## src/rtl/neuron_mac_seq_if.sv

```systemverilog
// Purpose: bundles the start/bias command, shared BRAM read port and result handshake of neuron_mac_seq.
// Latency: none, wiring only.
// Backpressure: result side is valid/ready; the slave holds the result while i_ready is low.
// Ports: slave modport = MAC side, master modport = controller/BRAM/downstream side.
interface neuron_mac_seq_if #(
  parameter int BRAM_ADDR_WIDTH = 10,
  parameter int DATA_WIDTH      = 8,
  parameter int ACC_WIDTH       = 24
);
  logic                        i_start;
  logic [BRAM_ADDR_WIDTH-1:0]  i_base_addr;
  logic signed [ACC_WIDTH-1:0] i_bias;
  logic [BRAM_ADDR_WIDTH-1:0]  o_rd_addr;
  logic [DATA_WIDTH-1:0]       i_px_data;
  logic [DATA_WIDTH-1:0]       i_wt_data;
  logic                        o_busy;
  logic                        o_valid;
  logic                        i_ready;
  logic signed [ACC_WIDTH-1:0] o_result;
  logic                        o_sat;

  modport slave (
    input  i_start, i_base_addr, i_bias, i_px_data, i_wt_data, i_ready,
    output o_rd_addr, o_busy, o_valid, o_result, o_sat
  );

  modport master (
    output i_start, i_base_addr, i_bias, i_px_data, i_wt_data, i_ready,
    input  o_rd_addr, o_busy, o_valid, o_result, o_sat
  );
endinterface

```

## src/rtl/neuron_mac_seq.sv

```systemverilog
// Purpose: sequential pixel x weight dot product over VEC_LEN BRAM words, saturating accumulate onto a bias.
// Latency: o_valid rises VEC_LEN+1 cycles after the start edge.
// Backpressure: result held in DONE until i_ready; starts are ignored while busy.
// Ports: i_clk, i_rst (sync, active high), bus (neuron_mac_seq_if.slave).
// Option: define NEURON_MAC_RELU_EN to clamp a negative final result to zero.
module neuron_mac_seq #(
  parameter int BRAM_ADDR_WIDTH = 10,
  parameter int DATA_WIDTH      = 8,
  parameter int VEC_LEN         = 784,
  parameter int ACC_WIDTH       = 24
) (
  input  logic             i_clk,
  input  logic             i_rst,
  neuron_mac_seq_if.slave  bus
);
  localparam int P_W   = 2*DATA_WIDTH + 1;
  localparam int CNT_W = BRAM_ADDR_WIDTH + 1;

  typedef enum logic [1:0] {S_IDLE, S_RUN, S_DRAIN, S_DONE} state_t;

  state_t                     state_q, state_d;
  logic [BRAM_ADDR_WIDTH-1:0] rd_addr_q;
  logic [CNT_W-1:0]           count_q;
  logic [P_W-1:0]             p_q;
  logic                       pv_q;
  logic [ACC_WIDTH-1:0]       acc_q;
  logic                       sat_flag_q;
  logic [ACC_WIDTH-1:0]       result_q;
  logic                       sat_out_q;
  logic                       busy, valid;

  logic                       start_acc;
  logic signed [P_W-1:0]      px_ext, wt_ext, prod;
  logic [ACC_WIDTH:0]         sum_wide;
  logic [ACC_WIDTH-1:0]       acc_sat, result_fin;
  logic                       clamp;

  assign start_acc = (state_q == S_IDLE) && bus.i_start;

  // Pixel is unsigned, weight is signed; one spare bit keeps the product exact.
  assign px_ext = signed'({{(P_W-DATA_WIDTH){1'b0}}, bus.i_px_data});
  assign wt_ext = signed'({{(P_W-DATA_WIDTH){bus.i_wt_data[DATA_WIDTH-1]}}, bus.i_wt_data});
  assign prod   = px_ext * wt_ext;

  // One guard bit catches overflow; clamp towards the sign of the true sum.
  always_comb begin
    sum_wide = {acc_q[ACC_WIDTH-1], acc_q} + {{(ACC_WIDTH+1-P_W){p_q[P_W-1]}}, p_q};
    clamp    = sum_wide[ACC_WIDTH] != sum_wide[ACC_WIDTH-1];
    acc_sat  = sum_wide[ACC_WIDTH-1:0];
    if (clamp) begin
      acc_sat = sum_wide[ACC_WIDTH] ? {1'b1, {(ACC_WIDTH-1){1'b0}}}
                                    : {1'b0, {(ACC_WIDTH-1){1'b1}}};
    end
  end

`ifdef NEURON_MAC_RELU_EN
  assign result_fin = acc_sat[ACC_WIDTH-1] ? '0 : acc_sat;
`else
  assign result_fin = acc_sat;
`endif

  // State register
  always_ff @(posedge i_clk) begin
    if (i_rst) state_q <= S_IDLE;
    else       state_q <= state_d;
  end

  // Next-state logic
  always_comb begin
    state_d = state_q;
    case (state_q)
      S_IDLE:  if (bus.i_start) state_d = S_RUN;
      S_RUN:   if (count_q == CNT_W'(VEC_LEN-1)) state_d = S_DRAIN;
      S_DRAIN: state_d = S_DONE;
      S_DONE:  if (bus.i_ready) state_d = S_IDLE;
      default: state_d = S_IDLE;
    endcase
  end

  // Outputs decoded from state
  always_comb begin
    busy  = (state_q != S_IDLE);
    valid = (state_q == S_DONE);
  end

  // Datapath: product register feeds the accumulator one cycle later, so the
  // last product is folded in during DRAIN and the result is captured there.
  always_ff @(posedge i_clk) begin
    if (i_rst) begin
      rd_addr_q  <= '0;
      count_q    <= '0;
      p_q        <= '0;
      pv_q       <= 1'b0;
      acc_q      <= '0;
      sat_flag_q <= 1'b0;
      result_q   <= '0;
      sat_out_q  <= 1'b0;
    end else begin
      pv_q <= (state_q == S_RUN);
      if (state_q == S_RUN) p_q <= prod;

      if (start_acc) begin
        acc_q      <= bus.i_bias;
        sat_flag_q <= 1'b0;
        count_q    <= '0;
      end else begin
        if (pv_q) begin
          acc_q      <= acc_sat;
          sat_flag_q <= sat_flag_q | clamp;
        end
        if (state_q == S_RUN) count_q <= count_q + CNT_W'(1);
      end

      if (state_q == S_DRAIN) begin
        result_q  <= result_fin;
        sat_out_q <= sat_flag_q | clamp;
      end

      // Address parks at 0 whenever the sweep is not running.
      if (start_acc)             rd_addr_q <= bus.i_base_addr;
      else if (state_d == S_RUN) rd_addr_q <= rd_addr_q + BRAM_ADDR_WIDTH'(1);
      else                       rd_addr_q <= '0;
    end
  end

  assign bus.o_rd_addr = rd_addr_q;
  assign bus.o_busy    = busy;
  assign bus.o_valid   = valid;
  assign bus.o_result  = result_q;
  assign bus.o_sat     = sat_out_q;
endmodule

```

## src/flat_wrapper.sv

```systemverilog
// flat-port wrapper written by rule: the top's interface ports become plain ports
module neuron_mac_seq_flat 
#(
  parameter int BRAM_ADDR_WIDTH = 10,
  parameter int DATA_WIDTH      = 8,
  parameter int VEC_LEN         = 784,
  parameter int ACC_WIDTH       = 24
)
  (i_clk, i_rst, bus_i_start, bus_i_base_addr, bus_i_bias, bus_i_px_data, bus_i_wt_data, bus_i_ready, bus_o_rd_addr, bus_o_busy, bus_o_valid, bus_o_result, bus_o_sat);
  neuron_mac_seq_if #(.BRAM_ADDR_WIDTH(BRAM_ADDR_WIDTH), .DATA_WIDTH(DATA_WIDTH), .ACC_WIDTH(ACC_WIDTH)) bus_i ();
  input  logic i_clk;
  input  logic i_rst;
  input wire logic [$bits(bus_i.i_start)-1:0] bus_i_start;
  input wire logic [$bits(bus_i.i_base_addr)-1:0] bus_i_base_addr;
  input wire logic [$bits(bus_i.i_bias)-1:0] bus_i_bias;
  input wire logic [$bits(bus_i.i_px_data)-1:0] bus_i_px_data;
  input wire logic [$bits(bus_i.i_wt_data)-1:0] bus_i_wt_data;
  input wire logic [$bits(bus_i.i_ready)-1:0] bus_i_ready;
  output wire logic [$bits(bus_i.o_rd_addr)-1:0] bus_o_rd_addr;
  output wire logic [$bits(bus_i.o_busy)-1:0] bus_o_busy;
  output wire logic [$bits(bus_i.o_valid)-1:0] bus_o_valid;
  output wire logic [$bits(bus_i.o_result)-1:0] bus_o_result;
  output wire logic [$bits(bus_i.o_sat)-1:0] bus_o_sat;
  assign bus_i.i_start = bus_i_start;
  assign bus_i.i_base_addr = bus_i_base_addr;
  assign bus_i.i_bias = bus_i_bias;
  assign bus_i.i_px_data = bus_i_px_data;
  assign bus_i.i_wt_data = bus_i_wt_data;
  assign bus_i.i_ready = bus_i_ready;
  assign bus_o_rd_addr = bus_i.o_rd_addr;
  assign bus_o_busy = bus_i.o_busy;
  assign bus_o_valid = bus_i.o_valid;
  assign bus_o_result = bus_i.o_result;
  assign bus_o_sat = bus_i.o_sat;
  neuron_mac_seq #(.BRAM_ADDR_WIDTH(BRAM_ADDR_WIDTH), .DATA_WIDTH(DATA_WIDTH), .VEC_LEN(VEC_LEN), .ACC_WIDTH(ACC_WIDTH)) u_core (.i_clk(i_clk), .i_rst(i_rst), .bus(bus_i));
endmodule
```

## config.mk

```make
export PLATFORM = sky130hd
export DESIGN_NAME = neuron_mac_seq_flat
export DESIGN_NICKNAME = d
export VERILOG_FILES = /design/src/rtl/neuron_mac_seq_if.sv /design/src/rtl/neuron_mac_seq.sv /design/src/flat_wrapper.sv
export SDC_FILE = /design/constraint.sdc
export NUM_CORES = 1
export LEC_CHECK = 0
export BUFFER_PORTS_ARGS = -buffer_cell sky130_fd_sc_hd__clkbuf_2
export CORE_UTILIZATION = 35
export DETAILED_ROUTE_END_ITERATION = 8
export SYNTH_ARGS = -nofsm -noshare
export SYNTH_HDL_FRONTEND = slang
export SYNTH_SLANG_ARGS = --single-unit
```

## constraint.sdc

```tcl
create_clock -name i_clk -period 7.1 [get_ports i_clk]
set_clock_uncertainty 0.05 [all_clocks]
set_input_delay 1.42 -clock i_clk [delete_from_list [all_inputs] [get_ports i_clk]]
set_output_delay 1.42 -clock i_clk [all_outputs]
set_load 0.1 [all_outputs]
```

==> key figures <==
Outcome
  • Status: complete, no violations

Global route
  • Grt met3 use: 0.0397
  • Met2 usage: 0.280
  • Tot GR Track Use: 0.179
  • Number of global-route vias before repair: 6074
  • Global route overflow: 0
  • Met1 Track Usage GR: 0.257
  • First-pass GRT wire length: 31000 microns
  • Antenna violations before repair: 1
  • Largest net degree at the start of global routing: 55
  • Gr busiest metal: met2

Power
  • Leak: 3.73 nW
  • Power Total: 1.95 mW
  • Worst IR Drop VDD: 0.000108 V
  • Switching Share: 0.383
  • Combinational share of power: 0.423
  • Share of total power in sequential cells: 0.300
  • Clk pwr share: 0.278
  • Pwr Density: 234 nW/um^2
  • Sw Pwr: 0.746 mW
  • Internal Power: around 1.2 mW

Final layout
  • Layout cells sized above 1: 0.150
  • Share of the core filled with cells: 0.409
  • Sequential Area: 1820 sq um
  • Fill count: 2082
  • Nets: 1118
  • Area Growth Syn to Fin: 14.3%
  • Multi-input gate area: 4950 sq um

Job
  • Max cap viols: 0

Floorplan
  • Vert. Die Dim: 146 microns
  • Die footprint: 21300 sq um
  • # IOs: 91
  • DIE WIDTH: approximately 150 microns
  • Row count: 52
  • Initial Util: 0.358
  • Placeable Area: between 20000 and 25000 sq um

Timing
  • PnR worst setup slack: 1.57 ns
  • Slew Limit Headroom: 0.353
  • Final TNS setup: 0 ns
  • Final Setup Violations: 0
  • Tmin final: 5.53 ns
  • Least-Margin Pin Slew: 0.961 ns
  • Slew Limit Fails: 0
  • Fin. Hold Viols: 0
  • Max frequency: ~180 MHz
  • RSZ-0062 raised after global routing: no
  • Final worst-path cycle share: 0.779

Yosys
  • Synthesized area: 7270 sq um
  • EDFF count, synth: 0
  • Netlist cell types: 62
  • Yosys warns: 0
  • Syn avg cell area: 8.18 sq um
  • Sequential element share of the synthesized area: 0.251
  • Synth Flop Type: dfxtp_1
  • Asr flop ratio synth: 0
  • Mapped Nets: 1049
  • Mapped Cells: 888
  • #FFs+latches synth: 91

Worst setup path
  • Worst setup EP type: flip-flop
  • Worst path required time: 7.29 ns
  • Worst stage delay on the critical path: 0.54 ns
  • Critical path arrival: 5.72 ns
  • Worst Reg-to-Reg Cells: 12
  • Most Frequent Cell on Critical Path: inv_1
  • Crit path kind: input pin to flip-flop
  • Cells along the critical path: clkbuf_2, and2_1, fa_1, inv_1, fa_1, inv_1, fa_1, inv_1, fa_1, inv_1, ha_1, inv_1, o21ai_0, a21oi_1, o21a_1, o21ai_0, o211ai_1, and4_1, a311o_1
  • CP Launch Type: input pin
  • Slowest-stage cell, CP: fa_1
  • Worst Path Max Fanout: 8

Clocking
  • Clock net sink count: 91
  • Post-CTS setup buffers: 0
  • Clock buffer depth: 2
  • Clk_lat worst skew: 0.36 ns
  • CTS clock-pin slew for the worst setup and hold paths: 0.07 ns
  • CTS tree: yes
  • TritonCTS Buffers: 9
  • PostCTS Resize Cnt: 0
  • Hold-fix buffers at CTS: 0
  • Htree depth: 3
  • CTS Root Cell: clkbuf_16

Routing
  • Detail Route Antenna Nets: 0
  • Vias/cell: 5.15
  • DRC: 0
  • WL per Instance: 14.9 microns
  • 1st-pass router iterations: 4
  • Drt initial violations: 344
  • DR vias: 6348
  • Drt total wl: between 15000 and 20000 microns

Min path
  • Hold WC Path Type: flip-flop to flip-flop
  • Hold depth: 2

Placement
  • Hpwl dp: 13800 microns
  • IO Port Bufs: 90
  • GPL Wtd Cong: 0.858
  • Pre-CTS setup slack: 1.22 ns
## power by group through the flow
stage | logic [mW] | clock network [mW] | registers (mW)
4_1_cts | 0.832 | 0.555 | 0.584
6_report | 0.823 | 0.541 | 0.584
3_3_place_gp | 0.820 | 0 | 0.595
2_1_floorplan | 0.622 | 0 | 0.605
5_1_grt | 0.942 | 0.578 | 0.590
3_5_place_dp | 0.824 | 0 | 0.595
## area by class of cell
type                            count  area share
Timing Repair Buffer              100      0.0633
Tap cell                          270      0.0407
Clock buffer                        9      0.0271
Clock inverter                      7      0.0128
Antenna cell                        1    0.000301
Multi-Input combinational cell    666       0.596
Inverter                           89      0.0402
Sequential cell                    91       0.219
## cell usage after synthesis (all sizes together), types with 7 or more instances
master / count / area [sq um]
inv: 89 / 334
a21oi: 85 / 429
ha: 69 / 863
o21ai: 49 / 245
a211oi: 8 / 65.1
xnor2: 24 / 210
or3: 9 / 56.3
clkbuf: 36 / 135
and2: 46 / 288
nand3: 17 / 85.1
xor2: 17 / 149
nor2: 85 / 319
nand2: 62 / 235
fa: 38 / 761
a22oi: 11 / 82.6
dfxtp: 91 / 1820
nor3: 30 / 150
a21o: 8 / 60.1
nand2b: 7 / 43.8
o21a: 8 / 60.1
a2111oi: 20 / 269
## kinds of logic after synthesis
kind of cell / count (synthesis) / synth area share
buf+inv: 131 / 0.0687
xor+xnor: 41 / 0.0494
fa+ha+maj: 107 / 0.223
flops: 91 / 0.251
simple gates: 287 / 0.192
compound gates: 231 / 0.216
## critical path: cells and delay by family
kind,cells,cell delay (ns)
and+or+nand+nor,2,0.42
buffers and inverters,6,0.38
adders and majority gates,5,2.36
AOI/OAI and AO/OA,6,1.12
## registers in the layout, indices dropped and copies added (netlist names)
signal                flops
u_core.acc_q             24
u_core.bus.o_rd_addr     10
u_core.bus.o_result      24
u_core.bus.o_sat          1
u_core.count_q           11
u_core.p_q               17
u_core.pv_q               1
u_core.sat_flag_q         1
u_core.state_q            2
## routing by layer
| metal | vias up | routed length [microns] | share of wire |
|---|---|---|---|
| met3 | 5 | 819 | 0.045 |
| li1 | 3222 | - | - |
| met2 | 125 | 8190 | 0.45 |
| met5 | - | 0 | 0 |
| met1 | 2996 | 9310 | 0.51 |
| met4 | 0 | 76 | 0.0041 |
## stage by stage
| stage | hold slack [ns] | cell area (sq um) | std cells |
|---|---|---|---|
| after floorplan | 0.386 | 7270 | 888 |
| after global placement | 0.399 | 7970 | 1216 |
| after detailed placement | 0.406 | 7970 | 1216 |
| after CTS | 0.416 | 8300 | 1232 |
| after global routing | 0.442 | 8300 | 1232 |
| final | 0.416 | 8310 | 1233 |
## final timing paths
kind | startpoint | to | slack [ns]
worst min-delay path | u_core.p_q[9]$_SDFFE_PP0P_ | u_core.p_q[9]$_SDFFE_PP0P_ | 0.42
worst max-delay path | bus_i_px_data[3] | u_core.p_q[15]$_SDFFE_PP0P_ | 1.57
worst min register to register | u_core.p_q[9]$_SDFFE_PP0P_ | u_core.p_q[9]$_SDFFE_PP0P_ | 0.42
worst max register to register | u_core.p_q[0]$_SDFFE_PP0P_ | u_core.acc_q[6]$_SDFFE_PP0P_ | 3.29
## cells in the final DEF (no fill, tap or decap), types with 3 or more instances in the layout
cell and n:
a2111oi_1 5, a2111oi_2 14, a211oi_1 7, a21o_1 8, a21oi_1 84, a22oi_1 11, a311oi_1 3, a31oi_1 6
and2_1 46, and3_1 5, and4_1 3, buf_4 10, clkbuf_16 9, clkbuf_2 90, dfxtp_1 91, fa_1 38
ha_1 69, inv_1 89, inv_6 3, nand2_1 61, nand2b_1 7, nand3_1 17, nand4_1 6, nor2_1 84
nor2b_1 3, nor3_1 30, nor4_1 3, o211ai_1 4, o21a_1 8, o21ai_0 48, o21bai_1 5, o31ai_1 5
o41ai_1 3, or3_1 9, xnor2_1 24, xor2_1 17
(Power assumes the default switching activity.)
